===== src/rtl/rbm_pkg.sv =====
// Shared definitions for the RBM load scheduler: FSM states, address-generator
// operations, count width, legal record length and the record-length helper.
package rbm_pkg;

  localparam int CNT_W = 16;

  // Largest legal record length; the loader's trailing marker sits at address rd_length.
  localparam logic [CNT_W-1:0] MAX_LEN = 16'd511;

  typedef enum logic [2:0] {
    ST_IDLE,
    ST_CFG,
    ST_REQ,
    ST_XFER,
    ST_HOLD,
    ST_NEXT,
    ST_DONE
  } sched_state_t;

  typedef enum logic [2:0] {
    ADDR_HOLD,
    ADDR_BASE,
    ADDR_SKIP,
    ADDR_STEP,
    ADDR_TEST
  } addr_op_t;

  function automatic logic [31:0] rec_len(input logic [CNT_W-1:0] movies);
    return {{(32 - CNT_W){1'b0}}, movies};
  endfunction

endpackage


===== src/rtl/rbm_rec_addr_gen.sv =====
// Record address generator: rd_index accumulator plus the test-pass base,
// snapshotted as the accumulator steps past the last user of training loop 0.
module rbm_rec_addr_gen
  import rbm_pkg::*;
#(
  parameter logic [31:0] TRAIN_BASE = 32'd0
) (
  input  logic             clk,
  input  logic             rst,
  input  addr_op_t         op,
  input  logic             snap_en,
  input  logic [CNT_W-1:0] num_users,
  input  logic [CNT_W-1:0] num_movies,
  output logic [31:0]      rd_index
);

  logic [31:0] test_base;
  logic [31:0] step_idx;
  logic [31:0] skip_idx;

  assign step_idx = rd_index + rec_len(num_movies);

  // Only used once at configuration time when training is skipped, so no
  // accumulator snapshot exists yet.
  assign skip_idx = TRAIN_BASE + rec_len(num_users) * rec_len(num_movies);

  // NOTE: sequential state is written with non-blocking assignments only, so
  // every register sees the pre-edge value of every other register.
  always_ff @(posedge clk) begin
    if (rst) begin
      rd_index  <= '0;
      test_base <= '0;
    end else begin
      if (snap_en) test_base <= step_idx;
      case (op)
        ADDR_BASE: rd_index <= TRAIN_BASE;
        ADDR_SKIP: rd_index <= skip_idx;
        ADDR_STEP: rd_index <= step_idx;
        ADDR_TEST: rd_index <= test_base;
        default:   rd_index <= rd_index;
      endcase
    end
  end

endmodule


===== src/rtl/rbm_load_sched.sv =====
// RBM DMA load-stage scheduler: latches the run configuration, then walks the
// training loops and the test pass, handshaking with arbiter, loader and compute.
module rbm_load_sched
  import rbm_pkg::*;
#(
  parameter logic [31:0] TRAIN_BASE = 32'd0
) (
  input  logic        clk,
  input  logic        rst,
  input  logic        conf_done,
  input  logic [31:0] conf_num_users,
  input  logic [31:0] conf_num_testusers,
  input  logic [31:0] conf_num_movies,
  input  logic [31:0] conf_num_loops,
  input  logic        rd_grant,
  input  logic        ld_complete,
  input  logic        buf_taken,
  output logic        rd_request,
  output logic [31:0] rd_index,
  output logic [31:0] rd_length,
  output logic        ld_start,
  output logic        buf_valid,
  output logic        test_phase,
  output logic [15:0] user_idx,
  output logic [15:0] loop_idx,
  output logic        init_done,
  output logic        sched_done,
  output logic        cfg_err
);

  sched_state_t     state;
  logic [CNT_W-1:0] num_users;
  logic [CNT_W-1:0] num_testusers;
  logic [CNT_W-1:0] num_movies;
  logic [CNT_W-1:0] num_loops;

  logic             len_bad;
  logic             skip_train;
  logic [CNT_W-1:0] user_nxt;
  logic [CNT_W-1:0] loop_nxt;
  logic [CNT_W-1:0] pass_cnt;
  logic             pass_end;
  logic             last_loop;
  addr_op_t         addr_op;
  logic             snap_en;

  assign len_bad    = (num_movies == '0) || (num_movies > MAX_LEN);
  assign skip_train = (num_loops == '0) || (num_users == '0);
  assign user_nxt   = user_idx + CNT_W'(1);
  assign loop_nxt   = loop_idx + CNT_W'(1);
  assign pass_cnt   = test_phase ? num_testusers : num_users;
  assign pass_end   = (user_nxt == pass_cnt);
  assign last_loop  = !(loop_nxt < num_loops);
  assign rd_length  = rec_len(num_movies);

  // NOTE: every always_comb output gets a default first, so no path can leave
  // it unassigned and infer a latch.
  always_comb begin
    addr_op = ADDR_HOLD;
    snap_en = 1'b0;
    case (state)
      ST_CFG: begin
        if (!len_bad) addr_op = skip_train ? ADDR_SKIP : ADDR_BASE;
      end
      ST_NEXT: begin
        if (!pass_end) begin
          addr_op = ADDR_STEP;
        end else if (!test_phase) begin
          snap_en = (loop_idx == '0);
          if (!last_loop)           addr_op = ADDR_BASE;
          else if (loop_idx == '0)  addr_op = ADDR_STEP;
          else                      addr_op = ADDR_TEST;
        end
      end
      default: ;
    endcase
  end

  rbm_rec_addr_gen #(
    .TRAIN_BASE(TRAIN_BASE)
  ) u_addr_gen (
    .clk       (clk),
    .rst       (rst),
    .op        (addr_op),
    .snap_en   (snap_en),
    .num_users (num_users),
    .num_movies(num_movies),
    .rd_index  (rd_index)
  );

  always_ff @(posedge clk) begin
    if (rst) begin
      state         <= ST_IDLE;
      num_users     <= '0;
      num_testusers <= '0;
      num_movies    <= '0;
      num_loops     <= '0;
      rd_request    <= 1'b0;
      ld_start      <= 1'b0;
      buf_valid     <= 1'b0;
      test_phase    <= 1'b0;
      user_idx      <= '0;
      loop_idx      <= '0;
      init_done     <= 1'b0;
      sched_done    <= 1'b0;
      cfg_err       <= 1'b0;
    end else begin
      ld_start <= 1'b0;
      case (state)
        ST_IDLE: begin
          if (conf_done) begin
            num_users     <= conf_num_users[CNT_W-1:0];
            num_testusers <= conf_num_testusers[CNT_W-1:0];
            num_movies    <= conf_num_movies[CNT_W-1:0];
            num_loops     <= conf_num_loops[CNT_W-1:0];
            state         <= ST_CFG;
          end
        end
        ST_CFG: begin
          init_done <= 1'b1;
          if (len_bad) begin
            cfg_err    <= 1'b1;
            sched_done <= 1'b1;
            state      <= ST_DONE;
          end else if (skip_train && num_testusers == '0) begin
            test_phase <= 1'b1;
            sched_done <= 1'b1;
            state      <= ST_DONE;
          end else begin
            test_phase <= skip_train;
            rd_request <= 1'b1;
            state      <= ST_REQ;
          end
        end
        ST_REQ: begin
          if (rd_grant) begin
            rd_request <= 1'b0;
            ld_start   <= 1'b1;
            state      <= ST_XFER;
          end
        end
        ST_XFER: begin
          if (ld_complete) begin
            buf_valid <= 1'b1;
            state     <= ST_HOLD;
          end
        end
        ST_HOLD: begin
          if (buf_taken) begin
            buf_valid <= 1'b0;
            state     <= ST_NEXT;
          end
        end
        ST_NEXT: begin
          if (!pass_end) begin
            user_idx   <= user_nxt;
            rd_request <= 1'b1;
            state      <= ST_REQ;
          end else if (!test_phase && !last_loop) begin
            loop_idx   <= loop_nxt;
            user_idx   <= '0;
            rd_request <= 1'b1;
            state      <= ST_REQ;
          end else if (!test_phase && num_testusers != '0) begin
            test_phase <= 1'b1;
            user_idx   <= '0;
            rd_request <= 1'b1;
            state      <= ST_REQ;
          end else begin
            sched_done <= 1'b1;
            state      <= ST_DONE;
          end
        end
        ST_DONE: state <= ST_DONE;
        default: state <= ST_IDLE;
      endcase
    end
  end

endmodule

===== config.mk =====
export PLATFORM = sky130hd
export DESIGN_NAME = rbm_load_sched
export DESIGN_NICKNAME = d
export VERILOG_FILES = /design/src/rtl/rbm_pkg.sv /design/src/rtl/rbm_rec_addr_gen.sv /design/src/rtl/rbm_load_sched.sv
export SDC_FILE = /design/constraint.sdc
export NUM_CORES = 1
export LEC_CHECK = 0
export CAP_MARGIN = 20
export CELL_PAD_IN_SITES_DETAIL_PLACEMENT = 0
export CELL_PAD_IN_SITES_GLOBAL_PLACEMENT = 1
export CORE_ASPECT_RATIO = 1.1
export CORE_MARGIN = 1.5
export CORE_UTILIZATION = 43
export DETAILED_ROUTE_END_ITERATION = 12
export GPL_ROUTABILITY_DRIVEN = 0
export PLACE_DENSITY_LB_ADDON = 0.1
export SETUP_SLACK_MARGIN = 0.1
export SYNTH_ARGS = -nofsm -noshare
export SYNTH_HDL_FRONTEND = slang
export SYNTH_SLANG_ARGS = --single-unit
export TNS_END_PERCENT = 100

===== constraint.sdc =====
create_clock -name clk -period 7.1 [get_ports clk]
set_clock_uncertainty 0.1 [all_clocks]
set_input_delay 1.775 -clock clk [delete_from_list [all_inputs] [get_ports clk]]
set_output_delay 1.775 -clock clk [all_outputs]
set_load 0.01 [all_outputs]

* After elaboration in Yosys (flattened, before gate mapping)
Cells that the tools add are included.
** Storage, ports and cells
- Register bits after elaboration :: 170
- Input bits :: 134
- Output and inout port bits :: 103
- Logic and storage cells :: 121
** Operators by class
- Add/sub/neg operators :: 3
- Multipliers :: 1
- Magnitude comparators :: 2
- Equality and inequality tests :: 24
- Mux-type cells :: 47
- Bitwise logic cells :: 1
- Reductions and logical operators :: 27
** Operators with widths (number)
- $pmux W32 S4 :: 1
- $logic_not A16 Y1 :: 5
- $mux W16 :: 4
- $mux W3 :: 13
- $add A16 B1 Y16 const B :: 2
- $add A32 B16 Y32 :: 1
- $mul A16 B16 Y32 :: 1
- $mux W1 :: 21
- $pmux W3 S7 :: 1
- $ne A2 B2 Y1 const B :: 10
- $eq A16 B16 Y1 :: 1
- $gt A16 B9 Y1 const B :: 1
- $lt A16 B16 Y1 :: 1
- $reduce_bool A16 Y1 :: 1
- $reduce_and A5 Y1 :: 3
- $eq A3 B2 Y1 const B :: 4
- $eq A3 B3 Y1 const B :: 4
- $eq A3 B1 Y1 const B :: 2
- $pmux W1 S2 :: 3
- $pmux W3 S2 :: 1
- $reduce_and A2 Y1 :: 3
- $reduce_and A3 Y1 :: 2
- $mux W2 :: 2
- $ne A4 B4 Y1 const B :: 1
- 13 further kinds :: 17

* Depth between registers and ports, before layout
Gate-level depths: netlist of run 1.
- Depth in word-level cells :: 8
- Mapped depth :: 25
- Mapped depth without buffers :: 23

* By module
A second synthesis of run 1 with hierarchy kept.
** Second synthesis, totals
- Cells, all modules :: 2298
- Area, all modules :: 18744.2 sq um
** By module, submodules not included
- rbm_rec_addr_gen :: times used 1, cells an instance 1496, area an instance 12569.6 sq um, seq. area each 1281.2 sq um
- rbm_load_sched :: times used 1, cells an instance 802, area an instance 6174.7 sq um, seq. area each 2122.0 sq um

* Worst setup path after synthesis of run 1
Ideal clock, no wire load.
- Kind :: register to register
- Start :: register num_movies[1]
- End :: register u_addr_gen.rd_index[29]
- Setup time :: 0.132 ns
- Arrival time :: 6.323 ns
- Data required time :: 6.868 ns
- Path slack :: 0.544 ns
- Cell stages (with the launch flop) :: 24
- Path buffers :: 3
- Period minus slack after synthesis :: 6.556 ns
- Cells stage by stage :: dfxtp_1 > clkbuf_1 > clkbuf_1 > nand2_1 > fa_1 > fa_1 > fa_1 > fa_1 > inv_1 > fa_1 > inv_1 > fa_1 > inv_1 > ha_1 > clkbuf_1 > a21o_1 > a221o_1 > a41oi_1 > nand4_1 > nand3_1 > a21boi_0 > or3_1 > a32oi_1 > a21oi_1
** Between the ends
- Word-level cells in the longest chain between the ends :: 6
- Elaborated cells between the ends (all ways) :: 13
- Those cells by class :: add/sub (1); mul (1); order compare (1); eq/ne (4); mux (3); reduce/logical (3)
** Ends and longest elaborated chain
- from (decl) :: RTL line rbm_load_sched.sv:34 : logic [CNT_W-1:0] num_movies;
- from (signal assigned) :: RTL line rbm_load_sched.sv:114 : num_movies <= conf_num_movies[CNT_W-1:0];
- parallel branches: the longest is 6 deep, another holds $mul A16 B16 Y32
- to (signal assigned) :: RTL line rbm_rec_addr_gen.sv:37 : ADDR_SKIP: rd_index <= skip_idx;
- to (signal assigned) :: RTL line rbm_rec_addr_gen.sv:38 : ADDR_STEP: rd_index <= step_idx;
- to (signal assigned) :: RTL line rbm_rec_addr_gen.sv:39 : ADDR_TEST: rd_index <= test_base;
- to (decl) :: RTL line rbm_rec_addr_gen.sv:14 : output logic [31:0] rd_index
Parallel ways; which one is timed is not known.
A chain may end at the register's enable or synchronous reset.

* Final worst setup path of run 1
- Start :: register num_movies[3]
- End :: register u_addr_gen.rd_index[29]
The elaborated chain is that of the path after synthesis.

==> impl_results.rst, run 1 <==
.. list-table::
   :header-rows: 1

   * - Metric
     - Value
   * - Result of the run
     - complete, no violations
   * - Floorplan die area
     - 42,900 µm²
   * - Total global-route track usage
     - 25.0%
   * - Synthesis warning total
     - 0
   * - Required time at the worst-slack endpoint
     - 7.31 ns
   * - Type of element launching the critical path
     - flop
   * - Count of buffering cells on the critical path with inverters included
     - 4
   * - Register-to-Register Path Depth
     - 21
   * - Number of antenna violations at the first check in global routing
     - 1
   * - CTS Hold Bufs
     - 0
   * - Gate count of the mapped netlist
     - 2,210
   * - Cts bufs inserted
     - 17
   * - Synth unique cells
     - 69
   * - Routed wire length
     - 52,200 µm
   * - TritonRoute pass-1 iters
     - 5
   * - Buffers inserted by post-CTS timing repair
     - 0
   * - Area share of the largest cell type after synthesis
     - 21.8%
   * - Critical path's top delay family
     - adder cells
   * - Slowest cell on the critical path
     - sky130_fd_sc_hd__dfxtp_1
   * - Min-Delay Path Class
     - reg -> reg
   * - Destination of the worst register-to-register timing path
     - u_addr_gen.rd_index[29]
   * - Residual antenna-violating net count after detailed routing
     - 0
   * - Crit path to
     - u_addr_gen.rd_index[29]
   * - Clock-pin slew on the worst setup and hold paths
     - 0.07 ns
   * - Count of final setup violators
     - 0
   * - Final critical-path required period
     - 6.76 ns
   * - Max Transition Viols Final
     - 0
   * - Async set-reset flop share out of synthesis
     - 0%
   * - Most used flip-flop cell after synthesis
     - sky130_fd_sc_hd__dfxtp_1
   * - Cell chain of the critical path
     - nand2_1 -> fa_1 -> fa_1 -> fa_1 -> inv_1 -> fa_1 -> fa_1 -> inv_1 -> fa_1 -> inv_1 -> ha_1 -> a21o_1 -> a221o_1 -> a41oi_1 -> buf_4 -> nand4_1 -> nand3_1 -> a21boi_0 -> or3_1 -> a32oi_1 -> a21oi_1
   * - Placement row count
     - 78
   * - Area Growth Syn to Fin
     - 15.3%
   * - Worst-case register-to-register setup slack
     - 0.34 ns
   * - Sequential element share of the synthesized area
     - 19.0%
   * - Floorplan Core Area
     - 41,200 µm²
   * - Cell-internal power
     - 1950 µW
   * - Final-layout setup total negative slack
     - 0 ns
   * - Max Fanout on Critical Path
     - 11
   * - Logic depth of the worst setup path including buffers
     - 21
   * - IO Pins
     - 237
   * - Reg2reg start
     - num_movies[3]
   * - Comb pwr share
     - 29.4%
   * - Number of enable-type register cells in the synthesized netlist
     - 0
   * - Leading cell types by total area after synthesis
     - sky130_fd_sc_hd__fa_1 (22%), sky130_fd_sc_hd__dfxtp_1 (19%), sky130_fd_sc_hd__ha_1 (9.6%), sky130_fd_sc_hd__nand2_1 (8.9%), sky130_fd_sc_hd__inv_1 (5.6%)
   * - Maximum root-to-sink buffer count
     - 2
   * - Number of design rule violations left after detail routing
     - 0
   * - Global-route wire length before repair
     - 83,800 µm
   * - Maximum number of pins on one net before global-route repair
     - 99
   * - Leakage power of the design
     - 0.00918 µW
   * - Transition at the pin with the smallest max-transition slack
     - 1.04 ns
   * - Achievable clock frequency
     - 0.148 GHz
   * - H-tree lvl count
     - 4
   * - Maximum VDD drop
     - 0.180 mV
   * - Power per cell area
     - 146 nW/µm²
   * - TritonCTS sink count
     - 170
   * - Height of the die
     - 217 µm
   * - RSZ-0062 raised after global routing
     - no
   * - Grt total ovfl
     - 0
   * - Hold violation count in the final report
     - 0
   * - Mean cell area of the mapped netlist
     - 8.11 µm²
   * - Share of final-layout standard cells stronger than drive strength 1
     - 4.91%
   * - Latest clock arrival within the worst-skew pair
     - 0.46 ns
   * - Worst stage delay on the critical path
     - 0.69 ns
   * - Via count of the first global-routing pass
     - 15,400
   * - Cell seen most often among critical-path stages
     - sky130_fd_sc_hd__fa_1
   * - Max-cap violations
     - 0
   * - Sequential fraction of design power
     - 36.5%
   * - Clock network power share
     - 34.1%
   * - Setup crit end kind
     - flop
   * - Total instance count after detailed placement
     - 2,851
   * - Root buf cell
     - sky130_fd_sc_hd__clkbuf_16
   * - Worst setup path category
     - reg -> reg
   * - Synth Register Bits
     - 170
   * - Horizontal die dimension
     - 198 µm
   * - HPWL after detailed placement
     - 40,100 µm
   * - Launching element of the worst setup path
     - num_movies[3]
   * - Routed wirelength normalized by instance count
     - 18.1 µm
   * - First DRT Iteration DRCs
     - 945
   * - Vias
     - 15,300
   * - Switching part of the total power
     - 35.2%
   * - Dominant cell type by area after synthesis
     - sky130_fd_sc_hd__fa_1
   * - Post-cts repair resize count
     - 0
   * - Number of non-filler instances in the completed layout
     - 2,882
   * - Clock tree from TritonCTS
     - done
   * - # port buffers
     - 156
   * - Power spent charging and discharging nets
     - 1060 µW
   * - Nets@finish
     - 2,777
   * - Initial Utilization
     - 43.5%
   * - Tcrit/Tclk final
     - 95.1%
   * - Cell area after synthesis
     - 17,900 µm²
   * - Core utilization of the finished layout
     - 50.2%
   * - Max-slew headroom at the worst pin
     - 30.4%
   * - Endpoint arrival time on the critical path
     - 6.96 ns
   * - Detail-routed via count per cell
     - 5.32
==> synthesized netlist by cell type, types with 9 or more instances <==
library cell and number:
sky130_fd_sc_hd__dfxtp_1 170, sky130_fd_sc_hd__o21bai_1 10, sky130_fd_sc_hd__nor2_1 58, sky130_fd_sc_hd__and4_1 10, sky130_fd_sc_hd__a21oi_1 170, sky130_fd_sc_hd__buf_2 21, sky130_fd_sc_hd__nor4_1 17, sky130_fd_sc_hd__and3_1 25
sky130_fd_sc_hd__ha_1 138, sky130_fd_sc_hd__o21ai_0 35, sky130_fd_sc_hd__buf_4 19, sky130_fd_sc_hd__nand2b_1 9, sky130_fd_sc_hd__nand4_1 20, sky130_fd_sc_hd__a211oi_1 15, sky130_fd_sc_hd__a22oi_1 22, sky130_fd_sc_hd__xor2_1 38
sky130_fd_sc_hd__fa_1 195, sky130_fd_sc_hd__inv_1 265, sky130_fd_sc_hd__nor3_1 35, sky130_fd_sc_hd__nand2_1 424, sky130_fd_sc_hd__a21o_1 42, sky130_fd_sc_hd__clkbuf_1 95, sky130_fd_sc_hd__and2_1 122, sky130_fd_sc_hd__nand3_1 30
sky130_fd_sc_hd__a31oi_1 32, sky130_fd_sc_hd__nor2b_1 16, sky130_fd_sc_hd__xnor2_1 58, sky130_fd_sc_hd__mux2i_1 17
==> placed cells by master (no fill, tap or decap), types with 38 or more instances in the layout <==
cell and n:
sky130_fd_sc_hd__nand2_1 423, sky130_fd_sc_hd__inv_1 265, sky130_fd_sc_hd__fa_1 195, sky130_fd_sc_hd__a21oi_1 169, sky130_fd_sc_hd__dfxtp_1 166, sky130_fd_sc_hd__clkdlybuf4s50_1 155
sky130_fd_sc_hd__ha_1 138, sky130_fd_sc_hd__and2_1 121, sky130_fd_sc_hd__xnor2_1 58, sky130_fd_sc_hd__nor2_1 58, sky130_fd_sc_hd__buf_4 54, sky130_fd_sc_hd__a21o_1 42
sky130_fd_sc_hd__xor2_1 38
==> state kept, by name (all words and copies together), names as in the netlist, 16 cells and up <==
name                  flops
num_loops                16
num_users                16
u_addr_gen.rd_index      32
num_testusers            16
loop_idx                 16
num_movies               16
u_addr_gen.test_base     32
user_idx                 16
==> per-stage QoR <==
step / instance area, µm² / hold slack [ns] / total power (µW) / worst slack [ns]
final: 20700 / 0.349 / 3010 / 0.344
after global routing: 20700 / 0.369 / 3190 / 0.139
after CTS: 20600 / 0.352 / 3040 / 0.314
after detailed placement: 20000 / 0.344 / 2000 / 0.351
after global placement: 20000 / 0.337 / 1990 / 0.405
after floorplan: 18000 / 0.331 / 1650 / 0.544
==> metal layers <==
metal,track usage [%],part of all wire [%]
met5,0,0.025
met3,3.78,5.0
met1,35.4,47
met2,39.8,46
met4,6.39,1.5
==> kinds of logic after synthesis <==
logic type | share of synthesized area [%]
flops | 19.0
simple gates | 21.1
xor+xnor | 4.87
compound gates | 13.4
fa+ha+maj | 31.4
buf+inv | 9.27
mux | 0.950
other cells | 0.0209
==> tightest hold or removal path: cells and delay by family (launching register included) <==
| family | cells | cell delay, ns |
|---|---|---|
| AO/OA/AOI/OAI | 1 | 0.05 |
| AND/OR/NAND/NOR | 1 | 0.05 |
| flip-flops | 1 | 0.31 |
==> power groups by stage <==
stage / clock network (µW) / registers (µW) / logic, µW
2_1_floorplan: 0 / 1060 / 598
3_5_place_dp: 0 / 1120 / 879
3_3_place_gp: 0 / 1120 / 878
4_1_cts: 1050 / 1100 / 894
6_report: 1030 / 1100 / 886
5_1_grt: 1090 / 1110 / 992
==> area by class of cell <==
| type | instances | area (µm²) |
|---|---|---|
| repair buffers | 210 | 1970 |
| clock inverters | 12 | 189 |
| well taps | 560 | 701 |
| fillers | 4150 | 20500 |
| diodes | 1 | 2.50 |
| clock buffers | 18 | 439 |
| inverters | 265 | 995 |
| flip-flops and latches | 170 | 3410 |
| multi-input cells | 1646 | 13000 |
==> how the worst min path moves through the flow <==
stage | startpoint | endpoint | slack [ns] | depth (start not counted)
final | u_addr_gen.test_base[18] | u_addr_gen.test_base[18] | 0.35 | 2
after global routing | u_addr_gen.test_base[18] | u_addr_gen.test_base[18] | 0.37 | 2
after CTS | u_addr_gen.test_base[4] | u_addr_gen.test_base[4] | 0.35 | 2
after detailed placement | u_addr_gen.test_base[20] | u_addr_gen.test_base[20] | 0.34 | 2
after global placement | u_addr_gen.test_base[21] | u_addr_gen.test_base[21] | 0.34 | 2
after floorplan | u_addr_gen.test_base[29] | u_addr_gen.test_base[29] | 0.33 | 2
(Power assumes the default switching activity.)
==> run 2, diff against run 1 <==
--- a/config.mk
+++ b/config.mk
@@ -13,8 +13,10 @@
 export CORE_UTILIZATION = 43
 export DETAILED_ROUTE_END_ITERATION = 12
 export GPL_ROUTABILITY_DRIVEN = 0
+export GPL_TIMING_DRIVEN = 0
 export PLACE_DENSITY_LB_ADDON = 0.1
 export SETUP_SLACK_MARGIN = 0.1
+export SLEW_MARGIN = 20
 export SYNTH_ARGS = -nofsm -noshare
 export SYNTH_HDL_FRONTEND = slang
 export SYNTH_SLANG_ARGS = --single-unit
==> impl_results.rst, run 2 (synthesis gave the netlist of run 1 again) <==
.. list-table::
   :header-rows: 1

   * - Metric
     - Value
   * - Result of the run
     - complete, no violations
   * - Nets@finish
     - 2,867
   * - # port buffers
     - 156
   * - Max-cap violations
     - 0
   * - Achievable clock frequency
     - 0.147 GHz
   * - Required time at the worst-slack endpoint
     - 7.31 ns
   * - Maximum VDD drop
     - 0.181 mV
   * - Total power draw
     - 3000 µW
   * - HPWL after detailed placement
     - 45,000 µm
   * - Clock-pin slew on the worst setup and hold paths
     - 0.07 ns
   * - TritonRoute pass-1 iters
     - 5
   * - Min-Delay Path Class
     - reg -> reg
   * - Height of the die
     - 217 µm
   * - Max-slew headroom at the worst pin
     - 15.3%
   * - Cts bufs inserted
     - 17
   * - Endpoint arrival time on the critical path
     - 7.01 ns
   * - Vias
     - 15,900
   * - Power per cell area
     - 142 nW/µm²
   * - Count of final setup violators
     - 0
   * - Tcrit/Tclk final
     - 95.8%
   * - Total instance count after detailed placement
     - 2,941
   * - Hold violation count in the final report
     - 0
   * - Latest clock arrival within the worst-skew pair
     - 0.46 ns
   * - Number of non-filler instances in the completed layout
     - 2,975
   * - Floorplan Core Area
     - 41,200 µm²
   * - Detail-routed via count per cell
     - 5.33
   * - Maximum root-to-sink buffer count
     - 2
   * - Root buf cell
     - sky130_fd_sc_hd__clkbuf_16
   * - Horizontal die dimension
     - 198 µm
   * - Leakage power of the design
     - 0.00943 µW
   * - Worst Hold Margin
     - 0.353 ns
   * - TritonCTS sink count
     - 170
   * - Floorplan die area
     - 42,900 µm²
   * - Clock tree from TritonCTS
     - done
   * - Final critical-path required period
     - 6.80 ns
   * - Placement row count
     - 78
   * - Routed wire length
     - 57,500 µm
   * - Number of antenna violations at the first check in global routing
     - 2
   * - HP Start
     - u_addr_gen.test_base[5]
   * - Number of design rule violations left after detail routing
     - 0
   * - H-tree lvl count
     - 4
   * - Most common cell after layout, fill and taps aside
     - sky130_fd_sc_hd__nand2_1
   * - Registers with the highest flip-flop counts
     - u_addr_gen.rd_index x32, u_addr_gen.test_base x32
   * - Number of fill cells in the layout
     - 4,112
   * - Worst setup path category
     - reg -> reg
   * - Reg2reg start
     - num_movies[4]
   * - Routed wirelength normalized by instance count
     - 19.3 µm
   * - Setup crit end kind
     - flop
   * - Via count of the first global-routing pass
     - 16,000
   * - Max Fanout on Critical Path
     - 11
   * - Area Growth Syn to Fin
     - 18.0%
   * - Share of final-layout standard cells stronger than drive strength 1
     - 7.00%
   * - Initial Utilization
     - 43.5%
   * - IO Pins
     - 237
   * - Residual antenna-violating net count after detailed routing
     - 0
   * - Max Transition Viols Final
     - 0
   * - RSZ-0062 raised after global routing
     - no
   * - Total global-route track usage
     - 27.5%
   * - Launching element of the worst setup path
     - num_movies[4]
   * - Transition at the pin with the smallest max-transition slack
     - 1.27 ns
   * - Grt total ovfl
     - 0
   * - First DRT Iteration DRCs
     - 1,087
   * - Maximum number of pins on one net before global-route repair
     - 19
   * - Global-route wire length before repair
     - 89,800 µm
   * - Most frequent cells in the layout
     - sky130_fd_sc_hd__nand2_1 (424), sky130_fd_sc_hd__inv_1 (265), sky130_fd_sc_hd__fa_1 (194)
   * - Type of element launching the critical path
     - flop
run 2: cell types whose count changed in the layout (fill, tap and decap cells not counted), sizes merged:
cell	before	now
diode	1	2
clkbuf	18	85
clkdlybuf4s50	155	156
inv	269	270
clkinv	2	5
bufinv	4	1
buf	55	78
run 2: worst paths after layout:
| check | to | depth (start not counted) | slack (ns) |
|---|---|---|---|
| max reg2reg | u_addr_gen.rd_index[29] | 23 | 0.30 |
| max | u_addr_gen.rd_index[29] | 23 | 0.30 |
| min reg2reg | u_addr_gen.test_base[5] | 2 | 0.35 |
| min | u_addr_gen.test_base[5] | 2 | 0.35 |
run 2: where the power goes:
group          switching [µW]  internal, µW  total, µW
Combinational             605           378        983
Clock                     441           500        941
Sequential               70.4          1000       1070
run 2: timing repair:
item,in CTS,in global routing
pin swaps,0,3
setup buffers,0,5
endpoints found under the hold margin,0,0
gates resized for setup,83,97
hold buffers,0,0
endpoints found under the setup margin,19,12
run 2: stage by stage:
step | instance area, µm² | setup TNS [ns] | utilization, % | setup slack (ns)
2_1_floorplan | 18000 | 0 | - | 0.544
3_3_place_gp | 20200 | -6.76 | 49.1 | -0.705
3_5_place_dp | 20200 | -7.24 | 49.1 | -0.738
5_1_grt | 21100 | 0 | 51.4 | 0.0999
4_1_cts | 21000 | 0 | 50.9 | 0.100
6_report | 21200 | 0 | 51.4 | 0.301
run 2: cell type report:
class	instances	area, µm²	area share [%]
multi-input cells	1646	12900	61.2
clock buffers	19	443	2.09
flip-flops and latches	170	3440	16.2
repair buffers	161	1600	7.56
diodes	2	5.00	0.0237
plain buffers	139	901	4.26
inverters	265	995	4.70
well taps	560	701	3.31
clock inverters	13	131	0.621
run 2: metal layers:
| metal | track usage, % | share of wire, % | wire length (µm) |
|---|---|---|---|
| met1 | 37.5 | 46 | 26200 |
| met2 | 43.9 | 46 | 26400 |
| met3 | 5.05 | 6.1 | 3490 |
| met4 | 8.73 | 2.5 | 1450 |
| met5 | 0 | 0 | 0 |
run 2: critical path, cell delays in order, from the launching register on:
cell and delay (ns):
sky130_fd_sc_hd__dfxtp_4 0.41, sky130_fd_sc_hd__clkbuf_4 0.22, sky130_fd_sc_hd__and2_1 0.18, sky130_fd_sc_hd__fa_1 0.53
sky130_fd_sc_hd__inv_1 0.06, sky130_fd_sc_hd__fa_1 0.47, sky130_fd_sc_hd__fa_1 0.50, sky130_fd_sc_hd__fa_1 0.56
sky130_fd_sc_hd__inv_1 0.06, sky130_fd_sc_hd__fa_1 0.48, sky130_fd_sc_hd__inv_1 0.06, sky130_fd_sc_hd__fa_1 0.56
sky130_fd_sc_hd__inv_1 0.05, sky130_fd_sc_hd__ha_1 0.27, sky130_fd_sc_hd__buf_2 0.18, sky130_fd_sc_hd__a21o_1 0.19
sky130_fd_sc_hd__a221o_1 0.35, sky130_fd_sc_hd__a41oi_2 0.26, sky130_fd_sc_hd__nand4_1 0.21, sky130_fd_sc_hd__nand3_1 0.17
sky130_fd_sc_hd__a21boi_0 0.11, sky130_fd_sc_hd__or3_1 0.35, sky130_fd_sc_hd__a32oi_2 0.24, sky130_fd_sc_hd__a21oi_1 0.09
